$ cat config.mk
export PLATFORM = sky130hd
export DESIGN_NAME = lsu_ctrl_flat
export DESIGN_NICKNAME = d
export VERILOG_FILES = /design/src/rtl/lsu_pkg.sv /design/src/rtl/lsu_ctrl_if.sv /design/src/rtl/lsu_ctrl_load_ext.sv /design/src/rtl/lsu_ctrl.sv /design/src/flat_wrapper.sv
export SDC_FILE = /design/constraint.sdc
export NUM_CORES = 1
export LEC_CHECK = 0
export CORE_UTILIZATION = 50
export CTS_CLUSTER_DIAMETER = 60
export DETAILED_ROUTE_END_ITERATION = 10
export PLACE_DENSITY = 0.89
export SYNTH_ARGS = -nofsm -noshare
export SYNTH_HDL_FRONTEND = slang
export SYNTH_SLANG_ARGS = --single-unit
$ cat constraint.sdc
create_clock -name clk -period 2.77 [get_ports clk]
set_clock_uncertainty 0.05 [all_clocks]
set_input_delay 0.554 -clock clk [delete_from_list [all_inputs] [get_ports clk]]
set_output_delay 0.554 -clock clk [all_outputs]
set_load 0.005 [all_outputs]
$ cat src/rtl/lsu_pkg.sv
// Shared types, width codes and access helpers for the load/store control unit.
// Misaligned-access splitting is controlled by the LSU_MISALIGN_EN macro in lsu_ctrl.
package lsu_pkg;

    localparam logic [1:0] WIDTH_BYTE = 2'd0;
    localparam logic [1:0] WIDTH_HALF = 2'd1;
    localparam logic [1:0] WIDTH_WORD = 2'd2;

    typedef enum logic [1:0] {
        IDLE = 2'd0,
        ACC  = 2'd1,
        RESP = 2'd2
    } lsu_state_t;

    typedef struct packed {
        lsu_state_t state;
        logic [1:0] cnt;
    } lsu_dbg_t;

    function automatic logic is_misaligned(input logic [1:0] width, input logic [1:0] addr_lo);
        logic mis;
        case (width)
            WIDTH_BYTE: mis = 1'b0;
            WIDTH_HALF: mis = addr_lo[0];
            default:    mis = |addr_lo;
        endcase
        return mis;
    endfunction

    // Index of the final memory access: 0 when aligned, else bytes-1.
    function automatic logic [1:0] last_index(input logic [1:0] width, input logic mis);
        logic [1:0] idx;
        if (!mis)                    idx = 2'd0;
        else if (width == WIDTH_HALF) idx = 2'd1;
        else                         idx = 2'd3;
        return idx;
    endfunction

    function automatic logic [31:0] acc_wdata(input logic [31:0] wd, input logic mis,
                                              input logic [1:0] k);
        logic [31:0] res;
        if (!mis) res = wd;
        else      res = {24'h0, wd[{k, 3'b000} +: 8]};
        return res;
    endfunction

    function automatic logic [1:0] acc_width(input logic [1:0] width, input logic mis);
        return mis ? WIDTH_BYTE : width;
    endfunction

endpackage

$ cat src/rtl/lsu_ctrl_if.sv
// Core request/response and data-memory port bundle of the load/store unit.
// Request: a transfer happens on a rising edge where req_valid && req_ready; rsp_valid is a one-cycle pulse with no ready.
interface lsu_ctrl_if;
    logic        req_valid;
    logic        req_ready;
    logic        req_we;
    logic [31:0] req_addr;
    logic [31:0] req_wdata;
    logic [1:0]  req_width;
    logic        req_unsigned;
    logic        rsp_valid;
    logic [31:0] rsp_rdata;
    logic        rsp_err;
    logic        mem_wr;
    logic [31:0] mem_addr;
    logic [31:0] mem_wdata;
    logic [1:0]  mem_width;
    logic [31:0] mem_rdata;

    modport slave (
        input  req_valid, req_we, req_addr, req_wdata, req_width, req_unsigned, mem_rdata,
        output req_ready, rsp_valid, rsp_rdata, rsp_err, mem_wr, mem_addr, mem_wdata, mem_width
    );

    modport master (
        output req_valid, req_we, req_addr, req_wdata, req_width, req_unsigned, mem_rdata,
        input  req_ready, rsp_valid, rsp_rdata, rsp_err, mem_wr, mem_addr, mem_wdata, mem_width
    );
endinterface

$ cat src/rtl/lsu_ctrl_load_ext.sv
// Combinational sign/zero extender applied to assembled load data.
module load_ext
    import lsu_pkg::*;
(
    input  logic [31:0] raw_i,
    input  logic [1:0]  width_i,
    input  logic        unsigned_i,
    output logic [31:0] data_o
);
    always_comb begin
        data_o = raw_i;
        case (width_i)
            WIDTH_BYTE: data_o = {{24{~unsigned_i & raw_i[7]}}, raw_i[7:0]};
            WIDTH_HALF: data_o = {{16{~unsigned_i & raw_i[15]}}, raw_i[15:0]};
            default:    data_o = raw_i;
        endcase
    end
endmodule

$ cat src/rtl/lsu_ctrl.sv
// Load/store control FSM: one request at a time, splits misaligned accesses into bytes.
// Build option LSU_MISALIGN_EN: split misaligned accesses; otherwise reject them with rsp_err.
module lsu_ctrl
    import lsu_pkg::*;
(
    input  logic       clk,
    input  logic       reset,
    lsu_ctrl_if.slave  bus,
    output lsu_dbg_t   dbg_o
);
`ifdef LSU_MISALIGN_EN
    localparam bit SPLIT_EN = 1'b1;
`else
    localparam bit SPLIT_EN = 1'b0;
`endif

    lsu_state_t  state_q;
    logic [1:0]  cnt_q;
    logic [1:0]  last_q;
    logic        we_q;
    logic [31:0] addr_q;
    logic [31:0] wdata_q;
    logic [1:0]  width_q;
    logic        uns_q;
    logic        mis_q;
    logic [31:0] asm_q;
    logic [31:0] asm_d;
    logic        ready_q;
    logic        rsp_valid_q;
    logic        rsp_err_q;
    logic        mem_wr_q;
    logic [31:0] mem_addr_q;
    logic [31:0] mem_wdata_q;
    logic [1:0]  mem_width_q;
    logic [1:0]  nxt_k;
    logic        mis_now;
    logic [31:0] ext_data;

    assign mis_now = is_misaligned(bus.req_width, bus.req_addr[1:0]);
    assign nxt_k   = cnt_q + 2'd1;

    // Split bytes land little-endian; an aligned access takes the whole bus.
    always_comb begin
        asm_d = asm_q;
        if (state_q == ACC) begin
            if (mis_q) asm_d[{cnt_q, 3'b000} +: 8] = bus.mem_rdata[7:0];
            else       asm_d = bus.mem_rdata;
        end
    end

    always_ff @(posedge clk or negedge reset) begin
        if (!reset) begin
            state_q     <= IDLE;
            cnt_q       <= 2'd0;
            last_q      <= 2'd0;
            we_q        <= 1'b0;
            addr_q      <= 32'h0;
            wdata_q     <= 32'h0;
            width_q     <= WIDTH_BYTE;
            uns_q       <= 1'b0;
            mis_q       <= 1'b0;
            asm_q       <= 32'h0;
            ready_q     <= 1'b1;
            rsp_valid_q <= 1'b0;
            rsp_err_q   <= 1'b0;
            mem_wr_q    <= 1'b0;
            mem_addr_q  <= 32'h0;
            mem_wdata_q <= 32'h0;
            mem_width_q <= WIDTH_BYTE;
        end else begin
            case (state_q)
                IDLE: begin
                    if (bus.req_valid) begin
                        we_q    <= bus.req_we;
                        addr_q  <= bus.req_addr;
                        wdata_q <= bus.req_wdata;
                        width_q <= bus.req_width;
                        uns_q   <= bus.req_unsigned;
                        mis_q   <= mis_now;
                        last_q  <= last_index(bus.req_width, mis_now);
                        cnt_q   <= 2'd0;
                        asm_q   <= 32'h0;
                        ready_q <= 1'b0;
                        if (mis_now && !SPLIT_EN) begin
                            state_q     <= RESP;
                            rsp_valid_q <= 1'b1;
                            rsp_err_q   <= 1'b1;
                        end else begin
                            state_q     <= ACC;
                            mem_wr_q    <= bus.req_we;
                            mem_addr_q  <= bus.req_addr;
                            mem_wdata_q <= acc_wdata(bus.req_wdata, mis_now, 2'd0);
                            mem_width_q <= acc_width(bus.req_width, mis_now);
                        end
                    end
                end
                ACC: begin
                    asm_q <= asm_d;
                    if (cnt_q == last_q) begin
                        state_q     <= RESP;
                        rsp_valid_q <= 1'b1;
                        mem_wr_q    <= 1'b0;
                        mem_addr_q  <= 32'h0;
                        mem_wdata_q <= 32'h0;
                        mem_width_q <= WIDTH_BYTE;
                    end else begin
                        cnt_q       <= nxt_k;
                        mem_addr_q  <= addr_q + {30'h0, nxt_k};
                        mem_wdata_q <= acc_wdata(wdata_q, 1'b1, nxt_k);
                    end
                end
                RESP: begin
                    state_q     <= IDLE;
                    rsp_valid_q <= 1'b0;
                    rsp_err_q   <= 1'b0;
                    ready_q     <= 1'b1;
                end
                default: state_q <= IDLE;
            endcase
        end
    end

    load_ext u_ext (
        .raw_i      (asm_q),
        .width_i    (width_q),
        .unsigned_i (uns_q),
        .data_o     (ext_data)
    );

    assign bus.req_ready = ready_q & reset;
    assign bus.rsp_valid = rsp_valid_q;
    assign bus.rsp_err   = rsp_err_q;
    assign bus.rsp_rdata = (rsp_valid_q && !we_q && !rsp_err_q) ? ext_data : 32'h0;
    assign bus.mem_wr    = mem_wr_q;
    assign bus.mem_addr  = mem_addr_q;
    assign bus.mem_wdata = mem_wdata_q;
    assign bus.mem_width = mem_width_q;
    assign dbg_o         = '{state: state_q, cnt: cnt_q};
endmodule
$ cat src/flat_wrapper.sv
// flat-port wrapper written by rule: the top's interface ports become plain ports
module lsu_ctrl_flat import lsu_pkg::*;
  (clk, reset, dbg_o, bus_req_valid, bus_req_we, bus_req_addr, bus_req_wdata, bus_req_width, bus_req_unsigned, bus_mem_rdata, bus_req_ready, bus_rsp_valid, bus_rsp_rdata, bus_rsp_err, bus_mem_wr, bus_mem_addr, bus_mem_wdata, bus_mem_width);
  lsu_ctrl_if bus_i ();
  input  logic clk;
  input  logic reset;
  output lsu_dbg_t dbg_o;
  input wire logic [$bits(bus_i.req_valid)-1:0] bus_req_valid;
  input wire logic [$bits(bus_i.req_we)-1:0] bus_req_we;
  input wire logic [$bits(bus_i.req_addr)-1:0] bus_req_addr;
  input wire logic [$bits(bus_i.req_wdata)-1:0] bus_req_wdata;
  input wire logic [$bits(bus_i.req_width)-1:0] bus_req_width;
  input wire logic [$bits(bus_i.req_unsigned)-1:0] bus_req_unsigned;
  input wire logic [$bits(bus_i.mem_rdata)-1:0] bus_mem_rdata;
  output wire logic [$bits(bus_i.req_ready)-1:0] bus_req_ready;
  output wire logic [$bits(bus_i.rsp_valid)-1:0] bus_rsp_valid;
  output wire logic [$bits(bus_i.rsp_rdata)-1:0] bus_rsp_rdata;
  output wire logic [$bits(bus_i.rsp_err)-1:0] bus_rsp_err;
  output wire logic [$bits(bus_i.mem_wr)-1:0] bus_mem_wr;
  output wire logic [$bits(bus_i.mem_addr)-1:0] bus_mem_addr;
  output wire logic [$bits(bus_i.mem_wdata)-1:0] bus_mem_wdata;
  output wire logic [$bits(bus_i.mem_width)-1:0] bus_mem_width;
  assign bus_i.req_valid = bus_req_valid;
  assign bus_i.req_we = bus_req_we;
  assign bus_i.req_addr = bus_req_addr;
  assign bus_i.req_wdata = bus_req_wdata;
  assign bus_i.req_width = bus_req_width;
  assign bus_i.req_unsigned = bus_req_unsigned;
  assign bus_i.mem_rdata = bus_mem_rdata;
  assign bus_req_ready = bus_i.req_ready;
  assign bus_rsp_valid = bus_i.rsp_valid;
  assign bus_rsp_rdata = bus_i.rsp_rdata;
  assign bus_rsp_err = bus_i.rsp_err;
  assign bus_mem_wr = bus_i.mem_wr;
  assign bus_mem_addr = bus_i.mem_addr;
  assign bus_mem_wdata = bus_i.mem_wdata;
  assign bus_mem_width = bus_i.mem_width;
  lsu_ctrl u_core (.clk(clk), .reset(reset), .bus(bus_i), .dbg_o(dbg_o));
endmodule
## Yosys cells after proc, flatten, opt, wreduce, memory -nomap -nowiden

Cells that the tools add are included.

- Register bits after elaboration: 177
- Word-level logic and storage cells: 96

- Add/subtract/negate cells: 3
- Equality and inequality tests: 10
- Shift operators: 3
- Mux-type cells: 39
- Bitwise gates (word level): 4
- Reduce and logical (&&, ||, !) cells: 20

Operator list:

| operator | number |
|---|---|
| 32-bit 2-to-1 mux | 8 |
| 32-bit one-hot mux with 2 select lines | 4 |
| 32-bit by 2-bit adder with 32-bit output | 1 |
| 32-bit bitwise mux | 1 |
| 8-bit by 7-bit variable shift with 32-bit output, first input constant | 1 |
| 32-bit by 6-bit variable part select with 8-bit output | 1 |
| 8-bit by 7-bit variable part select with 32-bit output | 1 |
| 2-bit 2-to-1 mux | 10 |
| 2-bit one-hot mux with 2 select lines | 3 |
| 3-bit AND reduction | 3 |
| 8-bit 2-to-1 mux | 1 |
| 2-bit inequality test, second input constant | 4 |
| 1-bit one-hot mux with 2 select lines | 4 |
| 2-bit AND reduction | 4 |
| 4-bit AND reduction | 2 |
| 1-bit 2-to-1 mux | 7 |
| 5-bit negator with 7-bit output | 1 |
| 2-bit by 1-bit equality test with 1-bit output, second input constant | 3 |
| 2-bit zero test | 3 |
| 2-bit nonzero test | 2 |
| 1-bit AND | 3 |
| 1-bit one-hot mux with 3 select lines | 1 |
| 3-bit nonzero test | 1 |
| 2-bit by 1-bit adder with 2-bit output, second input constant | 1 |
| other kinds (7) | 9 |

## Logic depth before layout (Yosys ltp)

Gate-level depths: netlist of the first run.

- Word-level depth: 5
- Depth in mapped cells: 10
- Mapped depth without buffers: 9

## By module

Synthesis of the first run repeated with hierarchy kept, for this count alone.

- Cell total of the unflattened synthesis: 865
- Area total of the unflattened synthesis: 8,959.8 um^2

By module, submodules not included:

| module | instances | cells an instance | area each (um^2) | seq. area each (um^2) |
|---|---|---|---|---|
| lsu_ctrl | 1 | 798 | 8,604.5 | 4,405.5 |
| load_ext | 1 | 67 | 355.3 | 0.0 |

## Worst setup path before layout of the first run

No wires, ideal clock.

- Path type: register to register
- Start point: register u_core.cnt_q[0]
- End point: register u_core.mem_addr_q[24] (netlist: u_core.bus.mem_addr[24])
- Library setup time: 0.138 ns
- Arrival: 2.403 ns
- Required time: 2.582 ns
- Setup slack: 0.179 ns
- Stages on the path, launching flop included: 11
- Clock period less this slack: 2.591 ns
- Path through: dfrtp_1 inv_1 ha_1 inv_1 fa_1 nand3b_1 nor4_4 buf_6 nand4_1 xor2_1 o221ai_2

- Cells in the longest elaborated chain, start to end: 4

Ends and longest elaborated chain:

| what | RTL line | source |
|---|---|---|
| start, declared | lsu_ctrl.sv:18 | `logic [1:0] cnt_q;` |
| start signal, assigned | lsu_ctrl.sv:107 | `cnt_q <= nxt_k;` |
| 2-bit by 1-bit adder with 2-bit output | lsu_ctrl.sv:40 | `assign nxt_k = cnt_q + 2'd1;` |
| 32-bit by 2-bit adder with 32-bit output | lsu_ctrl.sv:108 | `mem_addr_q <= addr_q + {30'h0, nxt_k};` |
| 32-bit 2-to-1 mux (*) | lsu_ctrl.sv:99 | `if (cnt_q == last_q) begin` |
| 32-bit one-hot mux with 2 select lines (*) | lsu_ctrl.sv:71 | `case (state_q)` |
| end signal, assigned | lsu_ctrl.sv:91 | `mem_addr_q <= bus.req_addr;` |
| end signal, assigned | lsu_ctrl.sv:108 |  |
| end, declared | lsu_ctrl.sv:32 | `logic [31:0] mem_addr_q;` |

Every way passes the cells marked *; elsewhere a longest branch is shown, timed or not.
A chain may end at the register's enable or synchronous reset.

## Final worst setup path of the first run

- Start point: register u_core.width_q[1]
- End point: output port bus_rsp_rdata[11]

- Cells in the longest elaborated chain, start to end: 3

Ends and longest elaborated chain:

| what | RTL line | source |
|---|---|---|
| start, declared | lsu_ctrl.sv:23 | `logic [1:0] width_q;` |
| start signal, assigned | lsu_ctrl.sv:77 | `width_q <= bus.req_width;` |
| 2-bit by 1-bit equality test with 1-bit output or 2-bit zero test (tied branches) | lsu_ctrl_load_ext.sv:12 | `case (width_i)` |
| 32-bit one-hot mux with 2 select lines (*) | lsu_ctrl_load_ext.sv:12 |  |
| 32-bit 2-to-1 mux (*) | lsu_ctrl.sv:133 | `assign bus.rsp_rdata = (rsp_valid_q && !we_q && !rsp_err_q) ? ext_data : 32'h0;` |
| end, declared | flat_wrapper.sv:17 | `output wire logic [$bits(bus_i.rsp_rdata)-1:0] bus_rsp_rdata;` |

Marked as above.

==> results of run 1 <==
==> flip-flops by register name (all words and copies together) (netlist names), 32 cells and up <==
signal / flops
u_core.bus.mem_addr: 32
u_core.addr_q: 32
u_core.wdata_q: 32
u_core.asm_q: 32
u_core.bus.mem_wdata: 32
==> timing repair <==
action | in CTS | in global routing
endpoints found under the setup margin | 9 | 28
hold endpoints to repair | 16 | 0
hold buffers | 1 | 0
pin swaps | 0 | 0
buffers inserted | 0 | 3
gates resized for setup | 2 | 28
==> final cells by class <==
cell class                 count  share of cell area [%]
tap                          220                   2.357
sequential                   176                   37.73
timing repair buffer         245                   21.26
inverter                      27                  0.8677
multi-input combinational    686                   32.94
clock buffer                  22                   3.889
clock inverter                 9                  0.9534
==> metrics by stage <==
stage	worst slack [ps]	area, µm²	total power, mW	instances
floorplan	178.8	8558	7.220	951
global placement	200.9	10990	9.608	1350
detailed placement	74.73	10990	9.814	1350
CTS	0.07039	11570	12.19	1382
global route	-16.66	11680	13.03	1385
finish	47.08	11680	12.26	1385
==> cell families (layout without fill, tap and decap cells) <==
kind of cell | after synthesis | count (layout) | synth area share [%]
mux | 9 | 9 | 2.222
xor+xnor | 29 | 29 | 2.968
simple gates | 450 | 450 | 22.87
fa+ha+maj | 7 | 7 | 1.111
buf+inv | 89 | 303 | 4.444
flops | 176 | 176 | 51.48
compound gates | 191 | 191 | 14.91
==> report_power, final <==
part	internal, mW	switching [mW]	total, mW	leakage [nW]
Sequential	3.71	0.905	4.61	2.19
Clock	1.35	0.999	2.35	0.258
Combinational	2.58	2.73	5.31	2.98
==> metal layers <==
metal / vias up / part of all wire (%)
li1: 3661 / -
met1: 3957 / 41
met2: 437 / 50
met3: 49 / 7.4
met4: 0 / 2.3
met5: - / 0
==> layout by cell type, fill, tap and decap left out, types with 5 or more instances in the layout <==
| master | n |
|---|---|
| nand2_1 | 296 |
| clkdlybuf4s50_1 | 192 |
| dfrtp_1 | 174 |
| nor2_1 | 56 |
| o21ai_0 | 46 |
| nand3_1 | 39 |
| a22oi_1 | 37 |
| a21oi_1 | 29 |
| buf_4 | 28 |
| inv_1 | 26 |
| xor2_1 | 23 |
| a221oi_1 | 19 |
| clkbuf_16 | 17 |
| dlymetal6s2s_1 | 15 |
| and3_1 | 14 |
| o21ai_1 | 10 |
| o221ai_1 | 9 |
| a21oi_2 | 8 |
| a22o_1 | 8 |
| mux4_2 | 8 |
| and4_1 | 7 |
| nand4_1 | 7 |
| xnor2_1 | 6 |
| ha_1 | 6 |
| buf_12 | 6 |
| nor3_1 | 5 |
| clkinvlp_4 | 5 |
==> critical path, delay by kind of cell, from the launching register on <==
family / cells / cell delay (ps)
and+or+nand+nor: 1 / 620
DFF: 1 / 390
buffers and inverters: 1 / 510
AOI/OAI and AO/OA: 1 / 170
==> worst max path at each step <==
| stage | from | end | slack, ps | depth (start not counted) |
|---|---|---|---|---|
| floorplan | u_core.cnt_q[0]$_DFFE_PN0P_ | u_core.bus.mem_addr[24]$_DFFE_PN0P_ | 180 | 10 |
| global placement | u_core.cnt_q[0]$_DFFE_PN0P_ | u_core.bus.mem_addr[24]$_DFFE_PN0P_ | 200 | 10 |
| detailed placement | u_core.cnt_q[0]$_DFFE_PN0P_ | u_core.bus.mem_addr[28]$_DFFE_PN0P_ | 70 | 10 |
| CTS | u_core.width_q[0]$_DFFE_PN0P_ | bus_rsp_rdata[16] | 0.07 | 7 |
| global route | u_core.cnt_q[0]$_DFFE_PN0P_ | u_core.bus.mem_addr[3]$_DFFE_PN0P_ | -20 | 10 |
| finish | u_core.width_q[1]$_DFFE_PN0P_ | bus_rsp_rdata[11] | 50 | 3 |
==> results.json, run 1 <==
{
  "status": "completed",
  "dieArea_mm2": 0.01764,
  "rr_worst_depth": 9,
  "synth_seq_cells": 176,
  "antenna_found_initial": 0,
  "hold_end": "u_core.bus.mem_wdata[9]$_DFFE_PN0P_",
  "cpMaxStageDelayCell": "or4b_4",
  "numClockSinks": 176,
  "setup_viol": 0,
  "synthFlopType": "dfrtp_1",
  "vias": 8104,
  "wl_per_cell_um": 18.27,
  "rsz0062_at_grt": "true",
  "max_freq_ghz": 0.3673,
  "mappedNetlistNets": 1061,
  "grt_pass1_wl_um": 40370,
  "synth.distinct_cells": 59,
  "synthTopCellsByArea": "dfrtp_1 51%, nand2_1 13%, a22oi_1 3.2%, o21ai_0 2.7%, nor2_1 2.5%",
  "met3_usage_pct": 4.828,
  "clk_pin_slew_ps": 60,
  "fin_crit_sh_pct": 98.30,
  "yosysTopAreaCell": "dfrtp_1",
  "busiest_layer": "met2",
  "cts_max_level": 4,
  "r2r-end": "u_core.bus.mem_addr[31]$_DFFE_PN0P_",
  "slowest_delay_ps": 620,
  "critical_path.cell_chain": "or4b_4, a21oi_1, clkdlybuf4s50_1",
  "synth_edf_count": 0,
  "hold_ws_ps": 417.1,
  "worstPathRequired_ps": 2170,
  "synth_top_area_share_pct": 51.17,
  "hold_start": "u_core.bus.mem_wdata[9]$_DFFE_PN0P_",
  "holdPathStages": 2,
  "insertion_delay_ps": 430,
  "initial_core_util_pct": 51.42,
  "fill_cells": 1222,
  "cts_made_buffers": 17,
  "rr_startpoint": "u_core.cnt_q[0]$_DFFE_PN0P_",
  "grt_util_all_layers_pct": 29.03,
  "final-max-slew-violation-count": 0,
  "grt_start_max_net_pins": 70,
  "yosysWarnings": 0,
  "die_w_um": 132.8,
  "hold_viol_final": 0,
  "overflow": 0,
  "synthCells": 951,
  "regArea_mm2": 0.004407,
  "postLayoutCoreUtil_pct": 70.18,
  "ir_drop_mv": 0.6218,
  "synth.most_common_cell": "nand2_1",
  "grt_use_met1_pct": 38.68,
  "fp.dieH_um": 132.8,
  "core_area_mm2": 0.01664,
  "ioPinCount": 209,
  "place_hpwl_um": 17250,
  "detail_route.vias_per_cell": 5.851,
  "cap_violations": 0,
  "ys_top_cells_by_count": "297 x nand2_1, 175 x dfrtp_1, 57 x nor2_1",
  "cp-start-kind": "flip-flop",
  "gp_congestion": 0.8583,
  "setup_tns_ps": 0,
  "fin_nets": 1263,
  "cp-end-kind": "output port",
  "drive_above_1_share_pct": 8.670,
  "synth_area_per_cell_um2": 8.999,
  "slew_headroom_pct": 42.53,
  "async_flop_share_pct": 100.0,
  "fin_crit_ps": 2723,
  "p_per_area_mw_per_mm2": 1050,
  "min_path_type": "flip-flop to flip-flop",
  "clock_path_buffers": 2,
  "multi_input_area_mm2": 0.003847,
  "crit_type": "flip-flop to output port",
  "port-buffer-count": 208,
  "seq_area_frac_synth_pct": 51.48,
  "ant_nets": 0,
  "syn2layout_area_growth_pct": 36.48,
  "drc": 0,
  "drtPass1Iterations": 6,
  "tightest_slew_ps": 862.0,
  "crit_fanout": 8,
  "cp_data_arrival_time_ps": 2120,
  "initialDrtViolationCount": 891,
  "num_antenna_cells": 0,
  "routed_wl_um": 25310,
  "cts_tree": "built",
  "grt_pass1_vias": 7771,
  "clock-root-buffer": "clkbuf_16",
  "netlist_area_mm2": 0.008558,
  "r2r_slack_ps": 140,
  "rows": 47,
  "grtUsageMet2_pct": 47.85,
  "p_leak_nw": 5.430
}
Power figures use the tool's default switching activity.
==> run 2, diff against run 1 <==
--- a/config.mk
+++ b/config.mk
@@ -7,7 +7,9 @@
 export LEC_CHECK = 0
 export CORE_UTILIZATION = 50
 export CTS_CLUSTER_DIAMETER = 60
+export CTS_CLUSTER_SIZE = 28
 export DETAILED_ROUTE_END_ITERATION = 10
+export MAX_ROUTING_LAYER = met4
 export PLACE_DENSITY = 0.89
 export SYNTH_ARGS = -nofsm -noshare
 export SYNTH_HDL_FRONTEND = slang
==> run 2 against run 1 <==
Clock-buffer cell count unchanged. Fmax about the same. Clock power about the same. Combinational power about the same. Setup slack worse by 2.2 ps. Sequential share of layout area unchanged. Critical path depth unchanged. Sequential power about the same. Flip-flop and latch count unchanged. Non-clock buffer count unchanged. Register-to-register slack better by 30 ps. Largest cell class unchanged. Highest routed layer unchanged.
==> results.json, run 2 (synthesis results as in run 1) <==
{
  "status": "completed",
  "place_hpwl_um": 17250,
  "dieArea_mm2": 0.01764,
  "max_freq_ghz": 0.3670,
  "hold_end": "u_core.bus.mem_wdata[9]$_DFFE_PN0P_",
  "initial_core_util_pct": 51.42,
  "num_antenna_cells": 0,
  "rr_worst_depth": 9,
  "port-buffer-count": 208,
  "rsz0062_at_grt": "true",
  "fin_nets": 1263,
  "grt_pass1_wl_um": 40410,
  "overflow": 0,
  "maxUsedRoutingLayer": "met4",
  "ioPinCount": 209,
  "grt_pass1_vias": 7766,
  "hold_ws_ps": 417.5,
  "path_buf_inv": 1,
  "combPwrFrac_pct": 43.3,
  "r2r-end": "u_core.bus.mem_addr[31]$_DFFE_PN0P_",
  "multi_input_area_mm2": 0.003847,
  "drc": 0,
  "place_area_mm2": 0.01099,
  "sw_frac_of_total_pct": 37.75,
  "p_leak_nw": 5.430,
  "fill_cells": 1222,
  "crit_fanout": 8,
  "regArea_mm2": 0.004407,
  "met1_length_um": 10350,
  "cts_tree": "built",
  "grt_start_max_net_pins": 70,
  "cp_top_family": "simple AND/OR/NAND/NOR gates",
  "fin_crit_sh_pct": 98.38,
  "clock-root-buffer": "clkbuf_16",
  "p_per_area_mw_per_mm2": 1050,
  "cap_violations": 0,
  "min_path_type": "flip-flop to flip-flop",
  "numClockSinks": 176,
  "setup_tns_ps": 0,
  "clkPwrFrac_pct": 19.1,
  "core_area_mm2": 0.01664,
  "detail_route.vias_per_cell": 5.819,
  "drive_above_1_share_pct": 8.670,
  "final_common_cell": "nand2_1",
  "gp_congestion": 0.8720,
  "cpMaxStageDelayCell": "or4b_4",
  "grt_util_all_layers_pct": 29.94,
  "postLayoutCellArea_mm2": 0.01168,
  "die_w_um": 132.8,
  "tightest_slew_ps": 854.9,
  "ant_nets": 0,
  "vias": 8060,
  "routed_wl_um": 25210,
  "insertion_delay_ps": 430,
  "slew_headroom_pct": 43.01,
  "hold_viol_final": 0,
  "clock_path_buffers": 2,
  "cp-start-kind": "flip-flop",
  "final-max-slew-violation-count": 0,
  "cp_data_arrival_time_ps": 2120,
  "worstPathRequired_ps": 2170,
  "r2r_slack_ps": 170,
  "slowest_delay_ps": 620,
  "final_cell_mix": "296 x nand2_1, 192 x clkdlybuf4s50_1, 174 x dfrtp_1, 56 x nor2_1, 46 x o21ai_0",
  "drtPass1Iterations": 7,
  "initialDrtViolationCount": 714,
  "rows": 47,
  "cts_max_level": 4,
  "ir_drop_mv": 0.6222,
  "dp_slack_ps": 74.73,
  "clk_pin_slew_ps": 60,
  "crit_type": "flip-flop to output port",
  "holdPathStages": 2,
  "power_frac_seq_pct": 37.6,
  "wl_per_cell_um": 18.20,
  "cts_made_buffers": 17,
  "setup_viol": 0,
  "critical_path.cell_chain": "or4b_4, a21oi_1, clkdlybuf4s50_1",
  "syn2layout_area_growth_pct": 36.48,
  "dr_wl_met3_um": 1924,
  "fin_crit_ps": 2725,
  "fp.dieH_um": 132.8,
  "internal_power_mw": 7.634,
  "antenna_found_initial": 0,
  "dr_wl_met2_um": 12400,
  "cp-end-kind": "output port",
  "rr_startpoint": "u_core.cnt_q[0]$_DFFE_PN0P_",
  "hold_start": "u_core.bus.mem_wdata[9]$_DFFE_PN0P_",
  "p_sw_mw": 4.629,
  "finalWorstSetupSlack_ps": 44.90
}
run 2: cell counts in the layout (fill, tap and decap cells not counted):
Identical to the previous run, type by type.
run 2: layout make-up:
cell class / count / share of cell area (%)
tap: 220 / 2.357
multi-input combinational: 686 / 32.94
inverter: 27 / 0.8677
clock inverter: 9 / 0.9534
clock buffer: 22 / 3.889
timing repair buffer: 245 / 21.26
sequential: 176 / 37.73
run 2: per-stage QoR:
step           power (mW)  utilization, %  cells
2_1_floorplan       7.220               -    951
3_3_place_gp        9.608           66.02   1350
3_5_place_dp        9.814           66.02   1350
4_1_cts             12.19           69.52   1382
5_1_grt             13.03           70.18   1385
6_report            12.26           70.18   1385
run 2: timing repair:
| action | CTS | global route |
|---|---|---|
| hold buffers | 1 | 0 |
| hold endpoints to repair | 16 | 0 |
| setup buffers | 0 | 3 |
| endpoints found under the setup margin | 9 | 28 |
| pin swaps | 0 | 0 |
| gates resized for setup | 2 | 28 |
run 2: per-layer routing:
metal	global-route usage, %	vias to the layer above
met5	-	-
met4	10.54	0
met3	4.674	49
met2	47.76	432
met1	38.88	3919
li1	-	3660
run 2: worst max-delay path by stage:
| stage | start | cells past startpoint | end | slack [ps] |
|---|---|---|---|---|
| global placement | u_core.cnt_q[0]$_DFFE_PN0P_ | 10 | u_core.bus.mem_addr[24]$_DFFE_PN0P_ | 200 |
| CTS | u_core.width_q[0]$_DFFE_PN0P_ | 7 | bus_rsp_rdata[16] | 0.07 |
| detailed placement | u_core.cnt_q[0]$_DFFE_PN0P_ | 10 | u_core.bus.mem_addr[28]$_DFFE_PN0P_ | 70 |
| floorplan | u_core.cnt_q[0]$_DFFE_PN0P_ | 10 | u_core.bus.mem_addr[24]$_DFFE_PN0P_ | 180 |
| global route | u_core.cnt_q[0]$_DFFE_PN0P_ | 10 | u_core.bus.mem_addr[3]$_DFFE_PN0P_ | -20 |
| finish | u_core.width_q[1]$_DFFE_PN0P_ | 3 | bus_rsp_rdata[11] | 40 |
run 2: worst register-to-register path: cells and delay by family (launching register included):
family | cells | cell delay, ps
compound gates | 2 | 440
flops | 1 | 370
simple gates | 2 | 550
buf+inv | 2 | 340
fa+ha+maj | 2 | 560
xor+xnor | 1 | 160
run 2: power by group through the flow:
stage          clock, mW  combinational (mW)  sequential [mW]
5_1_grt             2.46                5.83             4.74
2_1_floorplan          0                2.80             4.42
6_report            2.35                5.31             4.61
3_3_place_gp           0                5.05             4.56
4_1_cts             2.36                5.26             4.58
3_5_place_dp           0                5.23             4.59
==> run 3, diff against run 2 <==
--- a/config.mk
+++ b/config.mk
@@ -9,8 +9,10 @@
 export CTS_CLUSTER_DIAMETER = 60
 export CTS_CLUSTER_SIZE = 28
 export DETAILED_ROUTE_END_ITERATION = 10
+export HOLD_SLACK_MARGIN = 0.12
 export MAX_ROUTING_LAYER = met4
 export PLACE_DENSITY = 0.89
+export SLEW_MARGIN = 25
 export SYNTH_ARGS = -nofsm -noshare
 export SYNTH_HDL_FRONTEND = slang
 export SYNTH_SLANG_ARGS = --single-unit
==> results of run 3 <==
The final DEF is identical to that of run 2; final timing and power are the same.
